### config.mk
export PLATFORM = sky130hd
export DESIGN_NAME = fv_bank_cntl
export DESIGN_NICKNAME = d
export VERILOG_FILES = /design/src/rtl/fv_bank_cntl_pkg.sv /design/src/rtl/fv_bank_cntl.sv
export SDC_FILE = /design/constraint.sdc
export NUM_CORES = 1
export LEC_CHECK = 0
export CORE_MARGIN = 4
export CORE_UTILIZATION = 38
export DETAILED_ROUTE_END_ITERATION = 16
export PLACE_DENSITY = 0.75
export SYNTH_ARGS = -nofsm -noshare
export SYNTH_HDL_FRONTEND = slang
export SYNTH_SLANG_ARGS = --single-unit
export TNS_END_PERCENT = 20
### constraint.sdc
create_clock -name clk -period 1.39 [get_ports clk]
set_input_delay 0.2085 -clock clk [delete_from_list [all_inputs] [get_ports clk]]
set_output_delay 0.2085 -clock clk [all_outputs]
set_load 0.02 [all_outputs]
### src/rtl/fv_bank_cntl_pkg.sv
// Shared definitions for the feature-vector bank controllers: bank geometry,
// request/response structs between the FV memory controller, the banks and
// the PEs, and the word-counter width helper.
package fv_bank_cntl_pkg;

    // Bank geometry, shared with the FV memory controller / router.
    localparam int FV_info_bank_width = 10;
    localparam int Num_Banks_FV       = 4;

    // Words per feature vector and datapath widths used by default.
    localparam int FV_LEN_DEFAULT = 4;
    localparam int PE_TAG_WIDTH   = 2;
    localparam int FV_DATA_WIDTH  = 16;
    localparam int FV_ADDR_WIDTH  = FV_info_bank_width - 2;

    // Routed request from the FV memory controller into one bank controller.
    typedef struct packed {
        logic                     valid;
        logic [PE_TAG_WIDTH-1:0]  PE_tag;
        logic [FV_ADDR_WIDTH-1:0] FV_Bank_addr;
    } FV_MEM_CNTL2FV_Bank_CNTL;

    // Word stream from a bank controller towards the PEs.
    typedef struct packed {
        logic                     valid;
        logic [PE_TAG_WIDTH-1:0]  PE_tag;
        logic [FV_DATA_WIDTH-1:0] data;
        logic                     last;
    } FV_Bank_CNTL2PE;

    // Word counter width: clog2 of the vector length, never less than 1 bit.
    function automatic int fv_cnt_width(input int len);
        return (len > 1) ? $clog2(len) : 1;
    endfunction

endpackage

### src/rtl/fv_bank_cntl.sv
// Per-bank feature-vector read controller. Takes a single-cycle routed
// request, reads FV_LEN consecutive words from its SRAM bank (one read in
// flight at a time) and streams them to the PE side under valid/ready,
// tagged with the requesting PE.
module fv_bank_cntl
    import fv_bank_cntl_pkg::*;
#(
    parameter int ADDR_W = FV_ADDR_WIDTH,
    parameter int DATA_W = FV_DATA_WIDTH,
    parameter int TAG_W  = PE_TAG_WIDTH,
    parameter int FV_LEN = FV_LEN_DEFAULT
) (
    input  logic              clk,
    input  logic              reset,

    input  logic              req_valid,
    input  logic [TAG_W-1:0]  req_PE_tag,
    input  logic [ADDR_W-1:0] req_Bank_addr,
    output logic              Bank_busy,
    output logic              req_err,

    output logic              mem_ren,
    output logic [ADDR_W-1:0] mem_addr,
    input  logic [DATA_W-1:0] mem_rdata,

    output logic              out_valid,
    input  logic              out_ready,
    output logic [DATA_W-1:0] out_data,
    output logic [TAG_W-1:0]  out_PE_tag,
    output logic              out_last
);

    localparam int CNT_W = fv_cnt_width(FV_LEN);
    localparam logic [CNT_W-1:0] CNT_LAST = CNT_W'(FV_LEN - 1);

    localparam logic [1:0] S_IDLE = 2'd0;
    localparam logic [1:0] S_RD   = 2'd1;
    localparam logic [1:0] S_CAP  = 2'd2;
    localparam logic [1:0] S_SEND = 2'd3;

    logic [1:0]        state;
    logic [CNT_W-1:0]  cnt;
    logic [TAG_W-1:0]  tag_q;
    logic [ADDR_W-1:0] base_q;

    // Sequencer: one read, one capture, then hold the word until the PE side
    // takes it. Reads are only issued from RD, which is only entered once the
    // previous word has been handed off, so backpressure cannot drop data.
    always_ff @(posedge clk) begin
        if (reset) begin
            state     <= S_IDLE;
            cnt       <= '0;
            tag_q     <= '0;
            base_q    <= '0;
            out_valid <= 1'b0;
            out_data  <= '0;
            out_last  <= 1'b0;
        end else begin
            case (state)
                S_IDLE: begin
                    if (req_valid) begin
                        tag_q  <= req_PE_tag;
                        base_q <= req_Bank_addr;
                        cnt    <= '0;
                        state  <= S_RD;
                    end
                end
                S_RD: begin
                    state <= S_CAP;
                end
                S_CAP: begin
                    out_data  <= mem_rdata;
                    out_valid <= 1'b1;
                    out_last  <= (cnt == CNT_LAST);
                    state     <= S_SEND;
                end
                S_SEND: begin
                    // out_valid is always 1 here, so ready alone is the handshake.
                    if (out_ready) begin
                        out_valid <= 1'b0;
                        if (out_last) begin
                            state <= S_IDLE;
                        end else begin
                            cnt   <= cnt + 1'b1;
                            state <= S_RD;
                        end
                    end
                end
                default: state <= S_IDLE;
            endcase
        end
    end

    // Sticky error: a request that lands while a vector is in flight is dropped
    // and flagged until reset.
    always_ff @(posedge clk) begin
        if (reset)
            req_err <= 1'b0;
        else if (req_valid && (state != S_IDLE))
            req_err <= 1'b1;
    end

    // Busy includes the incoming strobe so the router sees the bank taken in
    // the same cycle it routes to it.
    always_comb begin
        Bank_busy  = req_valid | (state != S_IDLE);
        mem_ren    = (state == S_RD);
        mem_addr   = base_q + ADDR_W'(cnt);
        out_PE_tag = tag_q;
    end

endmodule

After elaboration in Yosys (flattened, before gate mapping)
Cells that the tools add are included.
{ "word_totals": {"ff_bits": 33, "input_bits": 30} }
{ "classes": {"n_addsub": 2, "n_eq_ne": 7, "muxes": 10, "bitwise": 1, "n_reduce_logical": 9} }
{ "op_table": {"columns": ["cell", "count"], "rows": [
  ["two-way mux 2 bit", 5],
  ["adder 8 x 2 -> 8 bit", 1],
  ["case mux 2 bit (4 select lines)", 1],
  ["== test 2 bit (second input constant)", 3],
  ["inequality test 2 bit (second input constant)", 3],
  ["AND reduction 2 bit", 3],
  ["nonzero test 2 bit", 3],
  ["case mux 2 bit (2 select lines)", 1],
  ["AND reduction 4 bit", 1],
  ["adder 2 x 1 -> 2 bit (second input constant)", 1],
  ["== test 2 x 1 -> 1 bit (second input constant)", 1],
  ["logical NOT 2 bit", 1],
  ["two-way mux 1 bit", 2],
  ["case mux 1 bit (2 select lines)", 1],
  ["logical AND 1 bit", 1],
  ["OR 1 bit", 1]
]} }

Depth between registers and ports, before layout
{ "logic_depth": {"depth_word": 4, "depth_mapped": 6} }

Least setup slack after synthesis
Ideal clock, no wire load.
{ "synth_timing": {"path_type": "register -> output", "startpoint": "reg cnt[0]", "endpoint": "out mem_addr[2]", "arrival_time_ns": 1.311, "required_time_ns": 1.182, "path_slack_ns": -0.129, "path_stages_with_launch": 4, "path_buffers": 0, "cell_sequence": "dfxtp_1 ha_1 fa_1 xor2_1"} }
{ "synth_between": {"elab_chain_cells": 1} }
{ "synth_rtl": {"columns": ["item", "line", "source"], "rows": [
  ["start: declaration", "fv_bank_cntl.sv:42", "logic [CNT_W-1:0] cnt;"],
  ["start signal: assignment", "fv_bank_cntl.sv:84", "cnt <= cnt + 1'b1;"],
  ["adder 8 x 2 -> 8 bit", "fv_bank_cntl.sv:108", "mem_addr = base_q + ADDR_W'(cnt);"],
  ["end: declaration", "fv_bank_cntl.sv:23", "output logic [ADDR_W-1:0] mem_addr,"]
]} }
Every way passes these cells.

Worst setup path after layout
{ "layout_timing": {"startpoint": "reg base_q[0]", "endpoint": "out mem_addr[2]"} }
{ "layout_between": {"elab_chain_cells": 1} }
{ "layout_rtl": {"columns": ["item", "line", "source"], "rows": [
  ["start: declaration", "fv_bank_cntl.sv:44", "logic [ADDR_W-1:0] base_q;"],
  ["start signal: assignment", "fv_bank_cntl.sv:63", "base_q <= req_Bank_addr;"],
  ["adder 8 x 2 -> 8 bit", "fv_bank_cntl.sv:108", null]
]} }
Every way passes these cells.

==> results.md <==
| Metric | Reported |
|---|---|
| LEAKAGE | 1.11 nW |
| Net count after synthesis | 198 |
| Final layout net count | 284 |
| Post-route clock skew | 5.99 ps |
| Vias in the first global route | 1,309 |
| Overflow left after global routing | 0 |
| Tightest Hold Check Type | flip-flop to flip-flop |
| Die boundary height | 70.5 um |
| CTS tree | built |
| Worst hold-check slack | 447 ps |
| Most used flip-flop cell after synthesis | dfxtp_1 |
| Crit path capture type | output pin |
| 1st-pass router iterations | 4 |
| Worst skew pair latency | 280 ps |
| Rel. slew slack | 0.674 |
| Number of synthesized register bits | 33 |
| Met3 Use GR | 0.0317 |
| Hold_buf cts | 0 |
| Data arrival time of the critical path | 1590 ps |
| Remaining DRCs | 0 |
| Ratio of final minimum period to clock period | 1.29 |
| Placement row count | 22 |
| Die outline width | 70.5 um |
| Crit path kind | flip-flop to output pin |
| Outcome | finished with violations |
| Post-route ant nets | 0 |
| Placer Congestion | 0.696 |
| Non-filler instance count after layout | 294 |
| Global-route met1 utilization | 0.188 |
| Inserted Diodes | 0 |
| Die Footprint | 0.00497 mm^2 |
| Setup Viol. Count Final | 7 |
| Worst setup SP type | flip-flop |
| Area added between synthesis and finish | 66.1% |
| Via density per instance | 4.62 |
| Final hold violation count | 0 |
| Number of buffers created by CTS | 5 |
| Async set-or-reset flop fraction in the synthesized netlist | 0 |
| Maximum number of pins on one net before global-route repair | 14 |
| Yosys warns | 0 |
| Cell area power density | 1510 mW/mm^2 |
| Maximum clock path buffer count | 2 |
| Post-synthesis area per instance | 9.34 um^2 |
| Final routed wirelength across all metal layers | 3.65 mm |
| Mean routed wirelength per cell | 12.4 um |
| Count of buffers inserted at the top-level ports | 60 |
| Clk root buf | clkbuf_8 |
| Final setup TNS | -2290 ps |
| Number of clock sinks | 33 |
| Maximum fanout count along the critical path | 3 |
| Busiest layer in global routing | met2 |
| Detail Placement HPWL | 2.87 mm |
| Starting density of the core | 0.400 |
| Met2 track utilization from global routing | 0.252 |
| Transition time at the pin with the least slew margin | 488 ps |
| Total number of H-tree levels | 2 |
| Maximum operating frequency | 0.557 GHz |
| Post-layout min period | 1790 ps |
| Number of synthesized flops with an enable pin | 0 |
| Global-route wire length before repair | 6.02 mm |
| Core Region | 0.00372 mm^2 |
| Overall fraction of global-route tracks in use | 0.151 |
| VDD IR-drop max | 860 uV |
| Mapped Area | 0.00149 mm^2 |
| Setup slack after layout | -404 ps |
| Number of pins exceeding their max-slew limit in the final report | 0 |
| Ratio of cells with drive above 1 in the final layout | 0.285 |
| Clock input transition at the sequential cells of the worst setup and hold paths | 70 ps |
| Setup repair after global routing missed its margin | true |
| I/O pin count | 61 |
| Max cap viols | 0 |
| Cell count after placement | 286 |
| Part of the Yosys area used for sequential elements | 0.445 |
| Detailed Route Iter0 Violations | 61 |
| Count of cell types in the netlist | 32 |
| Buffer count from post-CTS setup fixing | 0 |
| Violations in the final reports | setup timing |
| Cell count after synthesis | 159 |
| Via count of the routed design | 1,358 |
| Required time reported for the critical path endpoint | 1180 ps |
| Number of antenna violations at the first check in global routing | 0 |
## final timing paths
kind                                      end  slack, ps  depth (start not counted)     startpoint
worst max-delay path              mem_addr[2]       -400                          5      base_q[0]
worst max register to register       state[0]         30                          5       state[0]
worst min register to register  out_PE_tag[0]        450                          2  out_PE_tag[0]
worst min-delay path            out_PE_tag[0]        450                          2  out_PE_tag[0]
## synthesized netlist by cell type, types with 2 or more instances
cell type / n / share of area
a21oi_1: 14 / 0.047
buf_4: 2 / 0.010
clkbuf_1: 4 / 0.010
dfxtp_1: 33 / 0.44
ha_1: 8 / 0.067
inv_1: 3 / 0.0076
mux2i_1: 18 / 0.12
nand2_1: 23 / 0.058
nand2b_1: 3 / 0.013
nand3_1: 3 / 0.010
nand4_1: 3 / 0.013
nor2_1: 20 / 0.051
o21ai_1: 2 / 0.0067
xnor2_1: 5 / 0.029
## cell usage in the layout, fill, tap and decap left out, types with 2 or more instances in the layout
cell type / instances
buf_12: 3
buf_4: 31
ha_1: 3
dlygate4sd2_1: 21
nand2b_1: 3
clkinv_2: 2
nand3_1: 3
xnor2_1: 2
nor2b_2: 2
ha_2: 3
clkbuf_8: 5
o21ai_1: 2
nor2_1: 20
dfxtp_1: 27
xnor2_2: 3
dfxtp_2: 5
mux2i_1: 18
nand2_1: 22
nand4_1: 3
ha_4: 2
clkdlybuf4s50_1: 29
inv_1: 3
a21oi_1: 14
## what timing repair did
action,in CTS,in global routing
gates cloned,0,0
setup endpoints to repair,33,25
gates resized for setup,81,6
pin swaps,6,2
## registers in the layout, indices dropped and copies added (netlist names)
signal	flops
base_q	8
cnt	2
out_PE_tag	2
out_data	16
out_last	1
out_valid	1
req_err	1
state	2
## per-layer routing
metal / part of all wire / vias to the layer above
met5: 0 / -
met4: 0.013 / 0
met3: 0.038 / 5
met2: 0.51 / 24
met1: 0.44 / 626
li1: - / 703
## cells by family after synthesis
| logic type | synth area share |
|---|---|
| multiplexers | 0.121 |
| AND/OR/NAND/NOR | 0.192 |
| adder cells (fa/ha/maj) | 0.0809 |
| buffers and inverters | 0.0413 |
| XOR/XNOR | 0.0354 |
| AO/OA/AOI/OAI | 0.0843 |
| flip-flops | 0.445 |
## power breakdown
group	switching, W	leakage (nW)	total [W]	internal (W)
combinational	0.000890	0.798	0.00179	0.000903
sequential	0.000102	0.272	0.00124	0.00114
clock	0.000348	0.0439	0.000693	0.000345
total	0.00134	1.11	0.00373	0.00239
## critical path, stage by stage, from the launching register on
cell and delay (ps):
dfxtp_2 340, ha_4 160, fa_2 370, buf_4 150, xor2_2 130, buf_4 150
## cell type report
type | count | area [um^2]
multi-input cells | 114 | 841
flip-flops and latches | 33 | 671
repair buffers | 87 | 795
well taps | 48 | 60.1
fillers | 328 | 1250
clock buffers | 5 | 68.8
inverters | 4 | 15.0
clock inverters | 3 | 17.5
## per-stage QoR
stage | instance area, um^2 | total power [W] | worst slack, ps | utilization
2_1_floorplan | 1520 | 0.00227 | -74.0 | -
3_3_place_gp | 2370 | 0.00309 | -557 | 0.638
4_1_cts | 2450 | 0.00373 | -414 | 0.659
6_report | 2470 | 0.00373 | -404 | 0.664
3_5_place_dp | 2370 | 0.00312 | -582 | 0.638
5_1_grt | 2470 | 0.00396 | -476 | 0.664
No activity file was read; power rests on OpenSTA's default activity.
